File: src/rtl/addn_accum.sv
// Accumulates NUM_OPS unsigned operands into one WIDTH-bit result with carry-out tracking.
// Define ADDN_ACCUM_SAT_EN to saturate to all-ones on carry; the default wraps modulo 2^WIDTH.
module addn_accum #(
  parameter int unsigned WIDTH   = 8,
  parameter int unsigned NUM_OPS = 3
) (
  input  logic             clk,
  input  logic             rst,
  input  logic             in_vld,
  output logic             in_rdy,
  input  logic [WIDTH-1:0] in_data,
  output logic             out_vld,
  input  logic             out_rdy,
  output logic [WIDTH-1:0] out_sum,
  output logic             out_ovf
);

  localparam int unsigned CntW = $clog2(NUM_OPS + 1);
  localparam logic [CntW-1:0] LastCnt = CntW'(NUM_OPS - 1);

  typedef enum logic [1:0] {StIdle, StAccum, StDone} state_e;

  state_e           state_q, state_d;
  logic [WIDTH-1:0] acc_q, acc_d;
  logic [CntW-1:0]  cnt_q, cnt_d;
  logic             ovf_q, ovf_d;
  logic [WIDTH:0]   sum_ext;
  logic             carry;

  always_comb begin
    state_d = state_q;
    acc_d   = acc_q;
    cnt_d   = cnt_q;
    ovf_d   = ovf_q;
    sum_ext = {1'b0, acc_q} + {1'b0, in_data};
    carry   = sum_ext[WIDTH];
    unique case (state_q)
      StIdle: begin
        if (in_vld) begin
          acc_d   = in_data;
          cnt_d   = CntW'(1);
          ovf_d   = 1'b0;
          state_d = (NUM_OPS == 1) ? StDone : StAccum;
        end
      end
      StAccum: begin
        if (in_vld) begin
          acc_d = sum_ext[WIDTH-1:0];
`ifdef ADDN_ACCUM_SAT_EN
          // Once saturated, stay pinned at all-ones for the rest of this result.
          if (carry || ovf_q) acc_d = '1;
`endif
          ovf_d = ovf_q | carry;
          cnt_d = cnt_q + CntW'(1);
          if (cnt_q == LastCnt) state_d = StDone;
        end
      end
      StDone: begin
        if (out_rdy) state_d = StIdle;
      end
      default: state_d = StIdle;
    endcase
  end

  always_ff @(posedge clk) begin
    if (rst) begin
      state_q <= StIdle;
      acc_q   <= '0;
      cnt_q   <= '0;
      ovf_q   <= 1'b0;
    end else begin
      state_q <= state_d;
      acc_q   <= acc_d;
      cnt_q   <= cnt_d;
      ovf_q   <= ovf_d;
    end
  end

  // Handshake outputs depend on the state register only.
  assign in_rdy  = (state_q != StDone);
  assign out_vld = (state_q == StDone);
  assign out_sum = acc_q;
  assign out_ovf = ovf_q;

endmodule

File: config.mk
export PLATFORM = sky130hd
export DESIGN_NAME = addn_accum
export DESIGN_NICKNAME = d
export VERILOG_FILES = /design/src/rtl/addn_accum.sv
export SDC_FILE = /design/constraint.sdc
export NUM_CORES = 1
export LEC_CHECK = 0
export CAP_MARGIN = 10
export CORE_MARGIN = 10
export CORE_UTILIZATION = 45
export CTS_BUF_LIST = sky130_fd_sc_hd__clkbuf_4 sky130_fd_sc_hd__clkbuf_8
export DETAILED_ROUTE_END_ITERATION = 12
export GPL_ROUTABILITY_DRIVEN = 0
export HOLD_SLACK_MARGIN = 0.1
export PLACE_DENSITY = 0.77
export SLEW_MARGIN = 40
export SYNTH_ARGS = -nofsm -noshare
export SYNTH_HDL_FRONTEND = slang
export SYNTH_SLANG_ARGS = --single-unit
export TNS_END_PERCENT = 20
File: constraint.sdc
create_clock -name clk -period 1.9 [get_ports clk]
set_input_delay 0.19 -clock clk [delete_from_list [all_inputs] [get_ports clk]]
set_output_delay 0.19 -clock clk [all_outputs]
set_load 0.005 [all_outputs]
# == Word level (Yosys, flattened, before mapping) ==
# Cells that the tools add are included.
# totals
register_bits,13
inputBits,12
out_inout_bits,11
wordCells,32
# op_classes
n_addsub,2
eq_ne,8
mux,13
bitwise_logic,1
reduce_logical,4
# ops
cell,n
$mux 8,2
$pmux 8 s2,1
$mux 2,5
$add 8x8->9,1
$ne 2x2->1 const B,4
$pmux 2 s3,1
$eq 2x2->1 const B,2
$pmux 2 s2,1
$reduce_and 4->1,1
$reduce_and 3->1,1
$add 2x1->2 const B,1
$eq 2x1->1 const B,1
$logic_not 2->1,1
$mux 1,2
$ne 2x1->1 const B,1
$pmux 1 s2,1
$reduce_bool 2->1,1
$or 1x1->1,1

# == Longest topological paths before layout ==
# depth
word_depth,4
mapped_depth,8
ltp_nobuf,8

# == Worst setup path after synthesis ==
# OpenSTA, ideal clock, no wires.
# synth_path
path_kind,register -> register
start,reg acc_q[0] (netlist: out_sum[0])
end,reg acc_q[4] (netlist: out_sum[4])
setup_ns,0.131
arrival_ns,1.636
required_time_ns,1.769
setup_slack_ns,0.133
stages_incl_launch_ff,9
n_path_buf,0
period_less_slack_ns,1.767
cell_sequence,dfxtp_1 -> ha_1 -> inv_1 -> fa_1 -> nor2b_4 -> o21a_1 -> or4_4 -> o2111ai_2 -> a21oi_2
# synth_via
elab_chain_cells,3
# synth_rtl
element,line,rtl
start: declaration,24,"logic [WIDTH-1:0] acc_q, acc_d;"
start signal: assignment,68,acc_q <= '0;
start signal: assignment,73,acc_q <= acc_d;
$add 8x8->9,35,"sum_ext = {1'b0, acc_q} + {1'b0, in_data};"
$mux 8,47,if (in_vld) begin
$pmux 8 s2,37,unique case (state_q)
# Every way passes these cells. The select of a mux whose other input is x is not followed.
# A chain may end at the register's enable or synchronous reset.

# == Worst setup path in the final report ==
# layout_path
start,in in_data[0]
end,reg acc_q[6] (netlist: out_sum[6])
# layout_via
elab_chain_cells,3
# layout_rtl
element,line,rtl
start: declaration,11,"input logic [WIDTH-1:0] in_data,"
$add 8x8->9,35,
$mux 8,47,
$pmux 8 s2,37,
# Every way passes these cells. The select of a mux whose other input is x is not followed.

==> impl_results.md <==
* Outcome: complete, no violations
* H-tree Lvls at 1
* Met3 Track Usage GR at 0.0326
* Top FF cell, synth: dfxtp_1
* Final min period at 1.86 ns
* Vias per inst at 5.29
* XOR/XNOR share of the synthesized area at 0.0391
* Via count at 868
* Final Power at 757 uW
* DR iter-0 viols at 5
* CP Capture Point: out_sum[6]
* Hpwl dp at 1760 um
* NetSw at 224 uW
* Storage cell area at 262 um2
* Max_slew headroom at 0.720
* CP max stage cell: clkdlybuf4s50_1
* Critical Path AT at 2.03 ns
* Most frequent cells in the layout: clkdlybuf4s50_1, dfxtp_1, buf_4
* CTS buffer count at 3
* Pint at 533 uW
* # IOs at 23
* Synthesized area at 896 um2
* CP Capture Type: register
* Die ar. at 4180 um2
* Initial antenna violation count at 0
* Clock sink count at 13
* Die H at 64.6 um
* Switching share of total power at 0.296
* Mux cell area share after synthesis at 0.0447
* Later-pin clock latency in the skew report at 0.28 ns
* Core ar. at 1920 um2
* GRT Residual Overflow at 0
* Pre-CTS setup slack at -0.264 ns
* Pwr dens at 606 nW/um2
* Top Family by Delay on Critical Path: buffers and inverters
* Cells on worst reg2reg path at 9
* Total GRT Usage at 0.108
* Final Setup Violations at 0
* Post-synth top area cell: dfxtp_1
* Fin worst setup slack at 0.0394 ns
* Buf+Inv Stages, Crit Path at 3
* Leak pwr at 0.000518 uW
* Root Buffer: clkbuf_4
* Synth warnings at 0
* Reg power frac at 0.409
* Clock skew at 0.00384 ns
* Worst Hold Class: register to register
* Antenna Nets Post-Route at 0
* Syn Area/Cell at 8.61 um2
* IO buf count at 22
* Worst-margin pin slew at 0.421 ns
* Commonest non-fill, non-tap cell in the layout: clkdlybuf4s50_1
* R2R Path End: out_sum[6]
* Share of layout cells above drive strength 1 at 0.161
* Worst Setup Start Kind: primary input
* Mapped Cells at 104
* Synth async-reset ratio at 0
* Area share of the largest cell type after synthesis at 0.291
* Syn_nets at 126
* Final Core Density at 0.650
* Met1 Use GR at 0.114
* Synth Area in Adders at 0.148
* Num rows at 16
* Crit path launch: in_data[0]
* Synth area leaders: dfxtp_1, ha_1, a21oi_1
* Clk pwr share at 0.251
* Clock Path Buffers at 2
* CP dominant cell by count: nor3_1
* WL/cell at 13.5 um
* Fillers at 178
* Critical path, cell by cell: clkdlybuf4s50_1, ha_1, inv_1, fa_2, nor2b_4, nor3_1, o21ai_1, buf_4, mux2i_1, nor3_1
* GRT busiest layer: met2
* Final Cycle Share at 0.979
* Worst r2r src: out_sum[0]
* Setup TNS at 0 ns
* Drt pass-1 iters at 4
* Largest net degree at the start of global routing at 15
* Via count of the first global-routing pass at 886
* Initial Utilization at 0.466
* Reg2Reg Setup Slack at 0.09 ns
* Die W at 64.6 um
* CP peak stage delay at 0.48 ns
* Combinational share of power at 0.340
* CTS tree: built
* Hold Fails Final Rpt at 0
* Final Max Slew Viols at 0
* Req. time, crit path at 2.07 ns
* Peak supply drop at 410 uV
* Number of synthesized flops with an enable pin at 0
* Largest family of logic cells by synthesized area: compound AO/OA/AOI/OAI gates
* Global-route wire length before repair at 3740 um
* Complex-gate fraction of the synthesized area at 0.247
* F_max at 0.537 GHz
* Drc violations at 0
* Max Cap Viol at 0
* Post-synth cell types at 32
* Reg clk slew, reported paths at 0.08 ns
* Area of the multi-input gates at 588 um2
* Crit-path max FO at 2
* DRT Wirelength at 2210 um
* Nets at 160
* Yosys reg bits at 13
* Sequential-to-total area share from yosys stat at 0.291
* Diodes inserted at 0
* Synth-to-layout area growth at 39.5%
* Synth Area in Simple Gates at 0.175
* Crit path depth at 10
* Critical path start-end classification: primary input to register
* Met2 Use GR at 0.197
* Hold_buf cts at 0
-- Yosys cell counts, types with 3 or more instances --
cell      instances
o211ai_1          3
inv_1             7
a21oi_1          10
mux2i_1           4
nand2_1           3
xnor2_1           3
nand3_1           4
o21ai_0           5
a31oi_1           3
buf_2             4
ha_1              9
a211oi_1          4
nor2_1            5
dfxtp_1          13
nand2b_1          3
nor3_1            4
-- worst min-delay path, cell delays in order (launching register included) --
cell     delay [ns]
dfxtp_1        0.32
nand2_1        0.05
a21oi_1        0.05
-- what timing repair did --
action	in CTS	in global routing
resized for setup	0	2
endpoints found under the hold margin	0	0
endpoints found under the setup margin	0	2
setup buffers	0	1
-- metal layers --
metal | vias up | share of wire
met5 | - | 0
met2 | 12 | 0.52
met3 | 4 | 0.037
met4 | 0 | 0.011
li1 | 447 | -
met1 | 405 | 0.43
-- cells by family (layout without fill, tap and decap cells) --
group           after synthesis  count (layout)
compound gates               34              34
xor+xnor                      4               4
fa+ha+maj                    10              10
buf+inv                      12              45
flops                        13              13
mux                           4               4
simple gates                 27              27
-- stage by stage --
stage                     instances  instance area (um2)  hold slack [ns]
after detailed placement        159                 1210            0.454
after CTS                       163                 1240            0.466
after global placement          159                 1210            0.442
final                           164                 1250            0.464
after global routing            164                 1250            0.484
after floorplan                 104                  896            0.347
-- sequential cells by signal, indices dropped and copies added, names as in the netlist --
signal,flops
out_sum,8
state_q,2
out_ovf,1
cnt_q,2
-- area by class of cell --
type	count	area share
clock buffers	4	0.0240
inverters	7	0.0210
multi-input cells	79	0.470
flip-flops and latches	13	0.209
well taps	27	0.0270
repair buffers	34	0.248
-- power groups by stage --
stage / Combinational, uW / Sequential (uW) / Clock, uW
global placement: 245 / 314 / 0
floorplan: 146 / 311 / 0
global route: 286 / 313 / 214
detailed placement: 252 / 315 / 0
finish: 257 / 309 / 190
CTS: 253 / 309 / 197
-- worst min-delay path by stage --
stage,start,cells past startpoint,slack [ns],end
2_1_floorplan,in_vld,2,0.35,state_q[1]
3_3_place_gp,cnt_q[1],2,0.44,cnt_q[1]
3_5_place_dp,cnt_q[1],2,0.45,cnt_q[1]
4_1_cts,cnt_q[1],2,0.47,cnt_q[1]
5_1_grt,cnt_q[1],2,0.48,cnt_q[1]
6_report,cnt_q[1],2,0.46,cnt_q[1]
(Power assumes the default switching activity.)
